File: src/rtl/mult_pkg.sv
// Shared constants for the sequential shift-and-add multiplier.
//   WIDTH_DEF : default operand width
//   CNT_W     : iteration counter width for the default operand width
//   state_e   : control FSM encoding (IDLE/RUN/DONE)
package mult_pkg;

  localparam int unsigned WIDTH_DEF = 16;
  localparam int unsigned CNT_W     = $clog2(WIDTH_DEF) + 1;

  typedef enum logic [1:0] {
    IDLE = 2'd0,
    RUN  = 2'd1,
    DONE = 2'd2
  } state_e;

endpackage

File: src/rtl/add_ripple.sv
// WIDTH-bit ripple-carry adder built from full adders (two half adders + OR).
// Ports:
//   x, y : addends
//   s    : WIDTH-bit sum
//   cout : carry out of the MSB
module add_ripple
  import mult_pkg::*;
#(
  parameter int unsigned WIDTH = WIDTH_DEF
) (
  input  logic [WIDTH-1:0] x,
  input  logic [WIDTH-1:0] y,
  output logic [WIDTH-1:0] s,
  output logic             cout
);

  logic [WIDTH:0]   c;
  logic [WIDTH-1:0] h1_s;
  logic [WIDTH-1:0] h1_c;
  logic [WIDTH-1:0] h2_c;

  assign c[0] = 1'b0;

  // One full adder per bit: half adder on x/y, half adder with carry-in, OR of carries.
  for (genvar i = 0; i < WIDTH; i++) begin : g_fa
    assign h1_s[i]  = x[i] ^ y[i];
    assign h1_c[i]  = x[i] & y[i];
    assign s[i]     = h1_s[i] ^ c[i];
    assign h2_c[i]  = h1_s[i] & c[i];
    assign c[i+1]   = h1_c[i] | h2_c[i];
  end

  assign cout = c[WIDTH];

endmodule

File: src/rtl/mult16_seq.sv
// Sequential unsigned shift-and-add multiplier, one partial product per cycle.
// Ports:
//   clk, rst : clock (rising edge), asynchronous active-high reset
//   start    : request, accepted in IDLE or DONE
//   a, b     : multiplicand / multiplier, captured on the accepting edge
//   busy     : multiplication in progress
//   done     : one-cycle pulse when product is updated
//   product  : 2*WIDTH-bit result, held until the next completion
//   hi_nz    : product high half is nonzero
module mult16_seq
  import mult_pkg::*;
#(
  parameter int unsigned WIDTH = WIDTH_DEF
) (
  input  logic               clk,
  input  logic               rst,
  input  logic               start,
  input  logic [WIDTH-1:0]   a,
  input  logic [WIDTH-1:0]   b,
  output logic               busy,
  output logic               done,
  output logic [2*WIDTH-1:0] product,
  output logic               hi_nz
);

  localparam int unsigned CW = $clog2(WIDTH) + 1;

  state_e             state_q;
  logic [WIDTH-1:0]   mcand_q;
  logic [2*WIDTH-1:0] acc_q;
  logic [2*WIDTH-1:0] acc_d;
  logic [CW-1:0]      count_q;
  logic               busy_q;
  logic               done_q;
  logic [2*WIDTH-1:0] product_q;
  logic               hi_nz_q;

  logic [WIDTH-1:0]   addend;
  logic [WIDTH-1:0]   sum;
  logic               carry;
  logic               last_c;

  // Partial product is the multiplicand when the current multiplier LSB is set.
  assign addend = acc_q[0] ? mcand_q : '0;

  add_ripple #(.WIDTH(WIDTH)) u_add (
    .x    (acc_q[2*WIDTH-1:WIDTH]),
    .y    (addend),
    .s    (sum),
    .cout (carry)
  );

  // Shift right while keeping the adder carry as the new MSB.
  assign acc_d  = {carry, sum, acc_q[WIDTH-1:1]};
  assign last_c = (count_q == CW'(WIDTH - 1));

  // Control FSM and datapath registers.
  always_ff @(posedge clk or posedge rst) begin
    if (rst) begin
      state_q   <= IDLE;
      mcand_q   <= '0;
      acc_q     <= '0;
      count_q   <= '0;
      busy_q    <= 1'b0;
      done_q    <= 1'b0;
      product_q <= '0;
      hi_nz_q   <= 1'b0;
    end else begin
      done_q <= 1'b0;
      unique case (state_q)
        IDLE, DONE: begin
          if (start) begin
            mcand_q <= a;
            acc_q   <= {WIDTH'(0), b};
            count_q <= '0;
            busy_q  <= 1'b1;
            state_q <= RUN;
          end else begin
            state_q <= IDLE;
          end
        end
        RUN: begin
          acc_q   <= acc_d;
          count_q <= count_q + CW'(1);
          if (last_c) begin
            product_q <= acc_d;
            hi_nz_q   <= |acc_d[2*WIDTH-1:WIDTH];
            busy_q    <= 1'b0;
            done_q    <= 1'b1;
            state_q   <= DONE;
          end
        end
        default: state_q <= IDLE;
      endcase
    end
  end

  assign busy    = busy_q;
  assign done    = done_q;
  assign product = product_q;
  assign hi_nz   = hi_nz_q;

endmodule

File: config.mk
export PLATFORM = sky130hd
export DESIGN_NAME = mult16_seq
export DESIGN_NICKNAME = d
export VERILOG_FILES = /design/src/rtl/mult_pkg.sv /design/src/rtl/add_ripple.sv /design/src/rtl/mult16_seq.sv
export SDC_FILE = /design/constraint.sdc
export NUM_CORES = 1
export LEC_CHECK = 0
export CORE_MARGIN = 8
export CORE_UTILIZATION = 39
export CTS_BUF_LIST = sky130_fd_sc_hd__clkbuf_16
export DETAILED_ROUTE_END_ITERATION = 10
export GPL_ROUTABILITY_DRIVEN = 1
export PLACE_DENSITY = 0.6
export SLEW_MARGIN = 20
export SYNTH_ARGS = -nofsm -noshare
export SYNTH_HDL_FRONTEND = slang
export SYNTH_SLANG_ARGS = --single-unit
File: constraint.sdc
create_clock -name clk -period 7.96 [get_ports clk]
set_input_delay 0.796 -clock clk [delete_from_list [all_inputs] [get_ports clk]]
set_output_delay 0.796 -clock clk [all_outputs]
set_load 0.02 [all_outputs]
=== Yosys cells after proc, flatten, opt, wreduce, memory -nomap -nowiden ===
Index checks and enable logic that the tools add are counted.

* Bits of input ports: 35
* Flip-flop bits (word level): 90
* Output and inout bits: 35

* Bitwise gates (word level): 77
* Add/subtract/negate cells: 1
* Reductions and logical operators: 8
* Muxes and demuxes: 13
* Eq/ne operators: 5

{| class="wikitable"
|+ Operators by type and width
! kind !! count
|-
| $pmux 32 s2 || 1
|-
| $mux 32 || 1
|-
| $and 1x1->1 || 31
|-
| $xor 1x1->1 || 31
|-
| $mux 16 || 1
|-
| $reduce_or 16->1 || 1
|-
| $or 1x1->1 || 15
|-
| $pmux 5 s2 || 1
|-
| $reduce_and 2->1 || 3
|-
| $add 5x1->5 const B || 1
|-
| $eq 5x4->1 const B || 1
|-
| $mux 1 || 5
|-
| $mux 5 || 1
|-
| $ne 2x2->1 const B || 2
|-
| $pmux 2 s2 || 1
|-
| $reduce_and 3->1 || 1
|-
| $eq 2x1->1 const B || 1
|-
| $eq 2x2->1 const B || 1
|-
| $logic_not 2->1 || 1
|-
| $mux 2 || 1
|-
| $pmux 1 s2 || 1
|-
| $reduce_bool 2->1 || 1
|-
| $reduce_or 2->1 || 1
|}

=== Depth between registers and ports, before layout ===
* Depth in word-level cells: 33
* Mapped depth: 26
* Gate-level depth less buffers: 25

=== Hierarchy ===
From an unflattened synthesis, not the netlist that was laid out.

* Cell total of the unflattened synthesis: 322
* Area total of the unflattened synthesis: 4007.6 um^2

{| class="wikitable"
|+ Modules (own cells, without submodules)
! module !! instances !! cells an instance !! area an instance (um^2)
|-
| mult16_seq || 1 || 301 || 3676.0
|-
| add_ripple || 1 || 21 || 331.6
|}

=== Worst setup path after synthesis ===
No wires, ideal clock.

* Kind: register -> register
* From: reg acc_q[0]
* To: reg hi_nz_q (netlist: hi_nz)
* Library setup time: 131 ps
* Slack: 1181 ps
* Required time: 7829 ps
* Stages on the path, launching flop included: 26
* Arrival time: 6648 ps
* Buffers on the path: 2
* Period minus slack after synthesis: 6779 ps
* Path through: dfrtp_1 > clkbuf_1 > clkbuf_1 > nand2_1 > fa_1 > fa_1 > fa_1 > fa_1 > fa_1 > fa_1 > fa_1 > inv_1 > fa_1 > inv_1 > fa_1 > fa_1 > fa_1 > fa_1 > fa_1 > inv_1 > fa_1 > inv_1 > fa_1 > nand4_1 > nor2_1 > a31oi_1

* Longest elaborated chain between the ends: 33
* Elaborated cells on any way between the ends: 78
* Classes of those cells: mux: 1; bitwise: 76; reduce/logical: 1

{| class="wikitable"
|+ RTL lines
! what !! RTL line !! source
|-
| start: declaration || mult16_seq.sv:30 || <nowiki>logic [2*WIDTH-1:0] acc_q;</nowiki>
|-
| start signal: assignment || mult16_seq.sv:74 || <nowiki>acc_q <= {WIDTH'(0), b};</nowiki>
|-
| $mux 16 * || mult16_seq.sv:44 || <nowiki>assign addend = acc_q[0] ? mcand_q : '0;</nowiki>
|-
| $xor 1x1->1 or $and 1x1->1 (tied branches) || add_ripple.sv:26, add_ripple.sv:27 ||
|-
| $and 1x1->1 || add_ripple.sv:29 || <nowiki>assign h2_c[i] = h1_s[i] & c[i];</nowiki>
|-
| $or 1x1->1 || add_ripple.sv:30 || <nowiki>assign c[i+1] = h1_c[i] | h2_c[i];</nowiki>
|-
| $and 1x1->1 || add_ripple.sv:29 ||
|-
| $or 1x1->1 || add_ripple.sv:30 ||
|-
| $and 1x1->1 || add_ripple.sv:29 ||
|-
| $or 1x1->1 || add_ripple.sv:30 ||
|-
| [17 not listed] || n/a ||
|-
| $or 1x1->1 || add_ripple.sv:30 ||
|-
| $and 1x1->1 || add_ripple.sv:29 ||
|-
| $or 1x1->1 || add_ripple.sv:30 ||
|-
| $and 1x1->1 || add_ripple.sv:29 ||
|-
| $or 1x1->1 || add_ripple.sv:30 ||
|-
| $and 1x1->1 || add_ripple.sv:29 ||
|-
| $or 1x1->1 || add_ripple.sv:30 ||
|-
| $reduce_or 16->1 * || mult16_seq.sv:87 || <nowiki>hi_nz_q <= |acc_d[2*WIDTH-1:WIDTH];</nowiki>
|-
| end signal: assignment || mult16_seq.sv:87 ||
|-
| end: declaration || mult16_seq.sv:36 || <nowiki>logic hi_nz_q;</nowiki>
|}

Mark *: on every way between the ends. The rest lies on a longest branch, timed or not.
A chain may end at the register's enable or synchronous reset.

=== Worst setup path in the final report ===
Ends and elaborated chain as after synthesis.

==> summary.md <==
| Metric | Value |
|---|---|
| Initial Util | `~39%` |
| Status | `completed` |
| Row cnt | `37` |
| # diodes | `0` |
| Syn Std Cell Area | `about 0.0040 mm²` |
| Total track usage | `13.6%` |
| Setup TNS | `0 ns` |
| DR iter-0 viols | `93` |
| Syn Area/Cell | `around 11 µm²` |
| Total clock sinks | `90` |
| HPWL reported at the end of detailed placement | `5940 µm` |
| Worst setup EP type | `flop` |
| Clk Latency, worst-skew pair | `0.33 ns` |
| Via count | `approximately 2700` |
| Sw Ratio | `38.4%` |
| Critical Path Fanout Max | `17` |
| Initial antenna violation count | `0` |
| Placed instance area | `~0.0047 mm²` |
| Synth top area share | `between 50 and 60%` |
| Number of fill cells in the layout | `around 940` |
| CTS H-tree depth | `3` |
| Core Box Area | `about 0.010 mm²` |
| # port buffers | `between 60 and 70` |
| Seq cells post-synth | `90` |
| WP data required | `approximately 8.2 ns` |
| RSZ-0062 raised after global routing | `no` |
| Largest net degree at the start of global routing | `just over 90` |
| Hold_buf cts | `0` |
| First-pass GRT wire length | `14400 µm` |
| Drc violations | `0` |
| Worst slew margin | `a little under two fifths` |
| Root buffer cell | `clkbuf_16` |
| Non-filler cells, final | `between 500 and 600` |
| Post-synthesis cell type count | `31` |
| Syn. warnings | `0` |
| Post-Syn Instances | `between 300 and 400` |
| Crit Path Category | `flop to flop` |
| Beginning of the worst hold path | `mcand_q[0]$_DFFE_PP0P_` |
| IO Count | `70` |
| Worst Hold Depth | `2` |
| Logic pwr share | `44.3%` |
| Vias in the first global route | `2860` |
| Post-Syn Nets | `408` |
| Die Y | `117 µm` |
| Critical Path AT | `between 7 and 8 ns` |
| Remaining global-route overflow | `0` |
| Worst Tran Pin Value | `roughly 0.95 ns` |
| Detail Route Antenna Nets | `0` |
| Clk pwr share | `18.8%` |
| DIE AREA | `~0.014 mm²` |
| Multi-input gate area | `0.00151 mm²` |
| Die width | `between 100 and 150 µm` |
| R2r endpoint | `hi_nz$_DFFE_PP0P_` |
| Register-to-register setup slack | `0.86 ns` |
| Clock transition at the registers of the reported paths | `around 0.060 ns` |
| Endpoints failing hold | `0` |
| FF-to-FF Start | `acc_q[0]$_DFFE_PP0P_` |
| Hold EP | `mcand_q[0]$_DFFE_PP0P_` |
| Routability cong. | `slightly below 0.8` |
| Layout Skew | `around 0.0061 ns` |
| Register area share after synthesis | `a little under three fifths` |
| R2R depth | `25` |
| PwrDens | `between 400 and 500 mW/mm²` |
| Worst Setup SP | `acc_q[0]$_DFFE_PP0P_` |
| Layout cells sized above 1 | `roughly a tenth` |
| Post-CTS setup buffer count | `0` |
| Tcrit/Tclk final | `between 80% and 90%` |
| Worst setup SP type | `flop` |
| CTS Buffer Depth | `2` |
| Final Max Tran Viols | `0` |
| Nets@finish | `470` |
| Final worst path period need | `about 7.1 ns` |
| Final setup vio count | `0` |
| Routed wire length | `between 8000 and 9000 µm` |
| # resized after CTS | `0` |
| Area contributors post-synth | `dfrtp_1 56%, nand2_1 8.8%, fa_1 7.5%` |
| Cell taking the most area after synthesis | `dfrtp_1` |
| Drt pass-1 iters | `4` |
| Total area of sequential cells | `approximately 0.0023 mm²` |
| Pint | `between 1 and 1.5 mW` |
| Vias per inst | `~4.8` |
| Layout area overhead | `26.0%` |
| FMAX | `approximately 140 MHz` |
| CTS tree | `built` |
| Switching power | `~860 µW` |
| Routed len/inst | `about 15 µm` |
| Number of max-cap violations | `0` |
| Hold WC Path Type | `flop to flop` |
| Leakage power | `2.25 nW` |
| Placed cell count | `around 540` |
| VDD IR max | `~0.13 mV` |
| Cts bufs inserted | `9` |
| Sequential Power Share | `a little under two fifths` |
| Design area | `~0.0050 mm²` |
| Final hold slack | `~0.48 ns` |
==> power by group through the flow <==
stage                     Clock [mW]  Combinational [mW]  Sequential (mW)
after floorplan                    0               0.591            0.893
after global placement             0               0.985            0.824
after detailed placement           0                1.00            0.831
after CTS                      0.428                1.01            0.825
after global routing           0.448                1.11            0.856
final                          0.418               0.987            0.821
==> kinds of logic (layout without fill, tap and decap cells) <==
| kind of cell | Yosys count | count (layout) | synth area share, % |
|---|---|---|---|
| AND/OR/NAND/NOR | 129 | 129 | 14.0 |
| flip-flops | 90 | 90 | 56.3 |
| AO/OA/AOI/OAI | 52 | 52 | 9.23 |
| buffers and inverters | 45 | 112 | 6.07 |
| multiplexers | 21 | 21 | 5.94 |
| adder cells (fa/ha/maj) | 18 | 18 | 8.45 |
==> flip-flops by register name (all words and copies together) (netlist names) <==
name / cells
acc_q: 32
count_q: 5
product: 32
hi_nz: 1
done: 1
busy: 1
mcand_q: 16
state_q: 2
==> cell usage in the layout, fill, tap and decap left out, types with 2 or more instances in the layout <==
master           netlist  layout
fa_1                  15      15
and2_1                 3       3
clkinv_2               0       3
nor2_1                 3       3
ha_1                   3       3
mux2_2                18      18
buf_4                  3       4
mux2i_1                2       2
clkdlybuf4s50_1        0      69
nand2_1               94      94
dfrtp_1               90      90
clkbuf_16              0       9
nand4_1                4       4
nand2b_1               2       2
o21ai_0               16      16
inv_1                 21      20
o2bb2ai_1             15      15
a22oi_1               16      16
nand3_1               17      17
a22o_1                 3       3
==> Yosys cell counts (all sizes together) <==
cell / n
a31oi: 1
nor2: 4
clkbuf: 6
and3: 1
o21ai: 16
mux2: 19
nand4: 4
ha: 3
a21oi: 1
nand3: 17
mux2i: 2
nand2b: 2
inv: 22
fa: 15
a22oi: 16
nor2b: 1
o2bb2ai: 15
dfrtp: 90
and2b: 1
a22o: 3
and2: 3
nor4: 1
nand2: 94
nand3b: 1
buf: 17
==> stage by stage <==
step	utilization (%)	power [mW]	setup slack, ns
after floorplan	-	1.48	1.18
after global placement	46.8	1.81	0.963
after detailed placement	46.8	1.83	0.891
after CTS	49.7	2.26	0.864
after global routing	49.7	2.41	0.424
final	49.7	2.23	0.857
==> area by class of cell <==
type / count / share of cell area, %
multi-input cells: 220 / 29.9
well taps: 136 / 3.38
clock buffers: 9 / 4.47
repair buffers: 74 / 14.5
clock inverters: 7 / 1.37
flip-flops and latches: 90 / 44.7
inverters: 22 / 1.66
==> worst max-delay path by stage <==
stage | endpoint | depth (start not counted)
floorplan | hi_nz$_DFFE_PP0P_ | 25
global placement | hi_nz$_DFFE_PP0P_ | 25
detailed placement | hi_nz$_DFFE_PP0P_ | 25
CTS | hi_nz$_DFFE_PP0P_ | 25
global route | hi_nz$_DFFE_PP0P_ | 25
finish | hi_nz$_DFFE_PP0P_ | 25
==> layer usage <==
metal	global-route usage (%)	up-vias	wire [µm]
li1	-	1302	-
met1	18.7	1289	4080
met2	19.4	51	3730
met3	3.75	10	458
met4	5.97	0	137
met5	0	-	0
==> critical path: stages, from the launching register on <==
cell,delay [ns]
dfrtp_1,0.62
and2_1,0.20
ha_1,0.14
inv_1,0.04
fa_1,0.37
fa_1,0.39
fa_1,0.38
fa_1,0.38
fa_1,0.39
fa_1,0.39
fa_1,0.37
inv_1,0.07
fa_1,0.16
inv_1,0.05
fa_1,0.37
fa_1,0.39
fa_1,0.39
fa_1,0.40
fa_1,0.38
inv_1,0.08
fa_1,0.16
inv_1,0.05
fa_1,0.52
nand4_1,0.09
nor2_1,0.11
a31oi_1,0.09
No activity file was read; power rests on OpenSTA's default activity.
